===== src/rtl/immediate_packer_if.sv =====
// Request/response bundle for immediate_packer: encode requests in, packed
// instruction fields out through a small FIFO.
interface immediate_packer_if;
  logic        in_valid;
  logic        in_ready;
  logic [31:0] imm;
  logic [2:0]  immSrc;
  logic        out_valid;
  logic        out_ready;
  logic [24:0] inmGen;
  logic        err;
  logic [7:0]  err_cnt;

  modport master (
    output in_valid, imm, immSrc, out_ready,
    input  in_ready, out_valid, inmGen, err, err_cnt
  );

  modport slave (
    input  in_valid, imm, immSrc, out_ready,
    output in_ready, out_valid, inmGen, err, err_cnt
  );
endinterface


===== src/rtl/immediate_packer.sv =====
// Packs a 32-bit immediate into RISC-V instruction bits [31:7] for the selected
// format, flags unencodable values, and queues results in a DEPTH-entry FIFO.
module immediate_packer #(
  parameter int unsigned DEPTH = 2
) (
  input  logic         clk,
  input  logic         rst_n,
  immediate_packer_if.slave bus
);
  localparam int unsigned AW = (DEPTH > 1) ? $clog2(DEPTH) : 1;
  localparam logic [AW:0] L_FULL = (AW+1)'(DEPTH);

  typedef enum logic [2:0] {
    FMT_I = 3'b000,
    FMT_S = 3'b001,
    FMT_U = 3'b010,
    FMT_B = 3'b011,
    FMT_J = 3'b100
  } fmt_e;

  logic [24:0] w_pack;
  logic        w_bad;
  logic        w_sext_i;
  logic        w_sext_b;
  logic        w_sext_j;
  logic [25:0] w_entry;
  logic [25:0] w_head;
  logic        w_push;
  logic        w_pop;

  logic [25:0]   r_mem [DEPTH];
  logic [AW-1:0] r_wptr;
  logic [AW-1:0] r_rptr;
  logic [AW:0]   r_count;
  logic [7:0]    r_err_cnt;

  // Each format can only hold a sign-extended value of its own field width
  assign w_sext_i = (&bus.imm[31:11]) | ~(|bus.imm[31:11]);
  assign w_sext_b = (&bus.imm[31:12]) | ~(|bus.imm[31:12]);
  assign w_sext_j = (&bus.imm[31:20]) | ~(|bus.imm[31:20]);

  always_comb begin
    w_pack = '0;
    w_bad  = 1'b0;
    case (bus.immSrc)
      FMT_I: begin
        w_pack[24:13] = bus.imm[11:0];
        w_bad         = ~w_sext_i;
      end
      FMT_S: begin
        w_pack[24:18] = bus.imm[11:5];
        w_pack[4:0]   = bus.imm[4:0];
        w_bad         = ~w_sext_i;
      end
      FMT_U: begin
        w_pack[24:5] = bus.imm[31:12];
        w_bad        = |bus.imm[11:0];
      end
      FMT_B: begin
        w_pack[24]    = bus.imm[12];
        w_pack[23:18] = bus.imm[10:5];
        w_pack[4:1]   = bus.imm[4:1];
        w_pack[0]     = bus.imm[11];
        w_bad         = ~w_sext_b | bus.imm[0];
      end
      FMT_J: begin
        w_pack[24]    = bus.imm[20];
        w_pack[23:14] = bus.imm[10:1];
        w_pack[13]    = bus.imm[11];
        w_pack[12:5]  = bus.imm[19:12];
        w_bad         = ~w_sext_j | bus.imm[0];
      end
      default: w_bad = 1'b1;
    endcase
  end

  assign w_entry = w_bad ? {1'b1, 25'h0} : {1'b0, w_pack};

  assign bus.in_ready  = (r_count != L_FULL);
  assign bus.out_valid = (r_count != '0);
  assign w_push        = bus.in_valid & bus.in_ready;
  assign w_pop         = bus.out_valid & bus.out_ready;

  // Empty FIFO forces the head outputs to zero regardless of stale storage
  assign w_head      = r_mem[r_rptr];
  assign bus.inmGen  = bus.out_valid ? w_head[24:0] : '0;
  assign bus.err     = bus.out_valid & w_head[25];
  assign bus.err_cnt = r_err_cnt;

  always_ff @(posedge clk) begin
    if (w_push) begin
      r_mem[r_wptr] <= w_entry;
    end
  end

  always_ff @(posedge clk or negedge rst_n) begin
    if (!rst_n) begin
      r_wptr    <= '0;
      r_rptr    <= '0;
      r_count   <= '0;
      r_err_cnt <= '0;
    end else begin
      if (w_push) begin
        r_wptr <= r_wptr + 1'b1;
      end
      if (w_pop) begin
        r_rptr <= r_rptr + 1'b1;
      end
      case ({w_push, w_pop})
        2'b10:   r_count <= r_count + 1'b1;
        2'b01:   r_count <= r_count - 1'b1;
        default: r_count <= r_count;
      endcase
      if (w_push && w_bad && (r_err_cnt != 8'hFF)) begin
        r_err_cnt <= r_err_cnt + 8'd1;
      end
    end
  end
endmodule

===== src/flat_wrapper.sv =====
// flat-port wrapper written by rule: the top's interface ports become plain ports
module immediate_packer_flat 
#(
  parameter int unsigned DEPTH = 2
)
  (clk, rst_n, bus_in_valid, bus_imm, bus_immSrc, bus_out_ready, bus_in_ready, bus_out_valid, bus_inmGen, bus_err, bus_err_cnt);
  immediate_packer_if bus_i ();
  input  logic clk;
  input  logic rst_n;
  input wire logic [$bits(bus_i.in_valid)-1:0] bus_in_valid;
  input wire logic [$bits(bus_i.imm)-1:0] bus_imm;
  input wire logic [$bits(bus_i.immSrc)-1:0] bus_immSrc;
  input wire logic [$bits(bus_i.out_ready)-1:0] bus_out_ready;
  output wire logic [$bits(bus_i.in_ready)-1:0] bus_in_ready;
  output wire logic [$bits(bus_i.out_valid)-1:0] bus_out_valid;
  output wire logic [$bits(bus_i.inmGen)-1:0] bus_inmGen;
  output wire logic [$bits(bus_i.err)-1:0] bus_err;
  output wire logic [$bits(bus_i.err_cnt)-1:0] bus_err_cnt;
  assign bus_i.in_valid = bus_in_valid;
  assign bus_i.imm = bus_imm;
  assign bus_i.immSrc = bus_immSrc;
  assign bus_i.out_ready = bus_out_ready;
  assign bus_in_ready = bus_i.in_ready;
  assign bus_out_valid = bus_i.out_valid;
  assign bus_inmGen = bus_i.inmGen;
  assign bus_err = bus_i.err;
  assign bus_err_cnt = bus_i.err_cnt;
  immediate_packer #(.DEPTH(DEPTH)) u_core (.clk(clk), .rst_n(rst_n), .bus(bus_i));
endmodule

===== config.mk =====
export PLATFORM = sky130hd
export DESIGN_NAME = immediate_packer_flat
export DESIGN_NICKNAME = d
export VERILOG_FILES = /design/src/rtl/immediate_packer_if.sv /design/src/rtl/immediate_packer.sv /design/src/flat_wrapper.sv
export SDC_FILE = /design/constraint.sdc
export NUM_CORES = 1
export LEC_CHECK = 0
export CAP_MARGIN = 15
export CORE_MARGIN = 1.5
export CORE_UTILIZATION = 45
export DETAILED_ROUTE_END_ITERATION = 10
export DONT_BUFFER_PORTS = 1
export PLACE_DENSITY_LB_ADDON = 0.3
export SYNTH_ARGS = -nofsm -noshare
export SYNTH_HDL_FRONTEND = slang
export SYNTH_SLANG_ARGS = --single-unit

===== constraint.sdc =====
create_clock -name clk -period 2.9 [get_ports clk]
set_clock_uncertainty 0.05 [all_clocks]
set_input_delay 0.29 -clock clk [delete_from_list [all_inputs] [get_ports clk]]
set_output_delay 0.29 -clock clk [all_outputs]
set_load 0.005 [all_outputs]

==> impl_metrics.env <==
export IMPL_drive_gt1_frac=0.09339
export IMPL_grt_usage=0.1899
export IMPL_synthTopCellsByArea="edfxtp_1, dfrtp_1, mux2i_1"
export IMPL_max_vdd_ir_drop_uv=586.6
export IMPL_ant_nets=0
export IMPL_relSlewSlack=0.5687
export IMPL_rows=29
export IMPL_ys_types=37
export IMPL_drc=5
export IMPL_numPortBuffers=0
export IMPL_nNetsFinal=293
export IMPL_antenna_found_initial=0
export IMPL_cts_sinks=64
export IMPL_synth_area_leader_cell="edfxtp_1"
export IMPL_hold_viol_final=0
export IMPL_synth_top_area_frac=0.5155
export IMPL_finalSetupViolCount=0
export IMPL_status="finished with violations"
export IMPL_syn_num_nets=286
export IMPL_grt_max_degree=29
export IMPL_syn2layout_area_growth_pct=9.335
export IMPL_seq_area_mm2=0.001862
export IMPL_drt_wl_total_um=6315
export IMPL_cp_start_kind="input port"
export IMPL_cts_buffer_depth=2
export IMPL_cts_made_buffers=9
export IMPL_ys_top_cells_by_count="edfxtp_1, nor2_1, mux2i_1"
export IMPL_worstPathMaxFanout=14
export IMPL_grt_overflow=0
export IMPL_clk_pin_slew_worst_paths_ps=60
export IMPL_power_leakage_nw=1.235
export IMPL_arrival_ps=2110
export IMPL_tns_ps=0
export IMPL_async_flop_share=0.1875
export IMPL_num_vias=1960
export IMPL_worstSetupPathType="in2reg"
export IMPL_drv_slew=0
export IMPL_wl_met2_um=3100
export IMPL_worst_pin_slew_ps=647.0
export IMPL_syn_inst=245
export IMPL_die_x_um=85.05
export IMPL_die_area_mm2=0.007233
export IMPL_hold_buffers=1
export IMPL_wl_per_cell_um=18.91
export IMPL_layout_setup_ws_ps=898.8
export IMPL_violations="design-rule violations"
export IMPL_fmax_mhz=499.7
export IMPL_htree_levels=3
export IMPL_fin_crit_ps=2001
export IMPL_synth_area_per_cell_um2=12.36
export IMPL_critPathCaptureType="register"
export IMPL_fp_coreArea_mm2=0.006422
export IMPL_pwr_density_cell_mw_per_mm2=897.5
export IMPL_rsz0062_at_grt="no"
export IMPL_crit_top_cell="a21boi_0"
export IMPL_cts_root_buf="clkbuf_8"
export IMPL_viasPerCell=5.868
export IMPL_gp_congestion=0.7880
export IMPL_drt_first_pass_iters=7
export IMPL_ys_warn_count=0
export IMPL_drv_cap=0
export IMPL_cts_tree="built"
export IMPL_hpwl_um=4543
export IMPL_synth_top_flop_cell="edfxtp_1"
export IMPL_multi_input_area_mm2=0.001109
export IMPL_die_y_um=85.05
export IMPL_yosysSeqAreaShare=0.6146
export IMPL_start_util=0.4717
export IMPL_synth_cell_area_mm2=0.003029
export IMPL_cts_repair_resized=0
export IMPL_synth_edf_count=52
export IMPL_grt_pass1_wl_um=10140
export IMPL_yosysMostFrequentCell="edfxtp_1"
export IMPL_cts_setup_buffers=0
export IMPL_fin_crit_sh=0.6901
export IMPL_ios=75
export IMPL_top_layer="met4"
export IMPL_crit_path_max_incr_delay_ps=410
export IMPL_grt_pass1_vias=2000
export IMPL_place_ws_ps=559.4
export IMPL_worst_path_max_delay_cell="nor3b_2"
export IMPL_hp_class="in2reg"
export IMPL_clkLatencyLatePin_ps=340
export IMPL_drt_met1_wl_um=2303
export IMPL_n_fill_cell=574
export IMPL_required_ps=3000
export IMPL_met3_length_um=728
export IMPL_ys_ff_latch=64
export IMPL_num_antenna_cells=0
export IMPL_crit_chain="or3b_1 > a21boi_0 > a2bb2oi_1 > o21ai_2 > o221ai_2 > nor3b_2 > a21boi_0"
export IMPL_drt_iter0_drc=148
==> logic make-up after synthesis <==
logic type,count (synthesis),share of synthesized area
AND/OR/NAND/NOR,100,0.1644
AO/OA/AOI/OAI,25,0.06237
flip-flops,64,0.6146
buffers and inverters,14,0.02107
adder cells (fa/ha/maj),2,0.008260
XOR/XNOR,11,0.03181
multiplexers,29,0.09748
==> layer usage <==
metal / track usage / up-vias
li1: - / 924
met1: 0.2021 / 945
met2: 0.3088 / 75
met3: 0.09728 / 16
met4: 0.09836 / 0
met5: 0 / -
==> power by group <==
group          internal [W]  leakage [nW]  switching, W
registers           0.00128         0.639      0.000120
clock network      0.000388        0.0922      0.000318
logic              0.000333         0.503      0.000537
total               0.00200          1.23      0.000974
==> placed cells by master, fill, tap and decap left out, drive strengths merged, types with 2 or more instances in the layout <==
master  netlist  layout
a21boi        2       2
a21oi         2       2
a22oi        10      10
a31oi         4       4
and2         13      13
and3          5       5
buf           6       6
clkbuf        5      11
clkinv        0       4
dfrtp        12      12
edfxtp       52      52
ha            2       2
inv           3       3
mux2i        28      28
nand2         6       6
nand3         2       2
nand4        10      10
nor2         46      46
nor2b         2       2
nor3          4       4
nor4          8       8
o21ai         2       2
xnor2         8       8
xor2          3       3
==> path summary, 6_finish.rpt <==
path / startpoint / endpoint / slack [ps] / cells after the start
setup / recovery: bus_immSrc[1] / u_core.r_mem[1][0] / 900 / 7
hold / removal: bus_immSrc[0] / u_core.r_mem[0][13] / 110 / 1
setup reg to reg: u_core.r_count[0] / u_core.r_mem[0][7] / 990 / 5
hold reg to reg: u_core.bus.err_cnt[5] / u_core.bus.err_cnt[5] / 470 / 1
max in group asynchronous: rst_n / u_core.bus.err_cnt[6] / 2130 / 1
min in group asynchronous: rst_n / u_core.r_count[0] / 310 / 1
==> worst max-delay path: cells and delay by family <==
family	cells	cell delay (ps)
AOI/OAI and AO/OA	5	1010
and+or+nand+nor	2	800
==> area by class of cell <==
| class | count | area share |
|---|---|---|
| sequential | 64 | 0.5621 |
| multi-input combinational | 167 | 0.3347 |
| clock buffer | 11 | 0.03967 |
| tap | 77 | 0.02909 |
| timing repair buffer | 7 | 0.01662 |
| clock inverter | 5 | 0.01436 |
| inverter | 3 | 0.003400 |
==> state kept, by name, summed over array words and instances (netlist names) <==
signal / count
u_core.r_mem: 52
u_core.r_wptr: 1
u_core.r_rptr: 1
u_core.bus.err_cnt: 8
u_core.r_count: 2
==> metrics by stage <==
stage	total power, W	std cells	area, µm²	hold WS (ps)	util
finish	0.002972	334	3312	105.9	0.5157
global route	0.003150	334	3312	100.3	0.5157
CTS	0.003010	334	3312	96.44	0.5157
detailed placement	0.002303	317	3123	-55.31	0.4863
global placement	0.002278	317	3123	-55.30	0.4863
floorplan	0.002088	245	3029	-55.59	-
No activity file was read; power rests on OpenSTA's default activity.
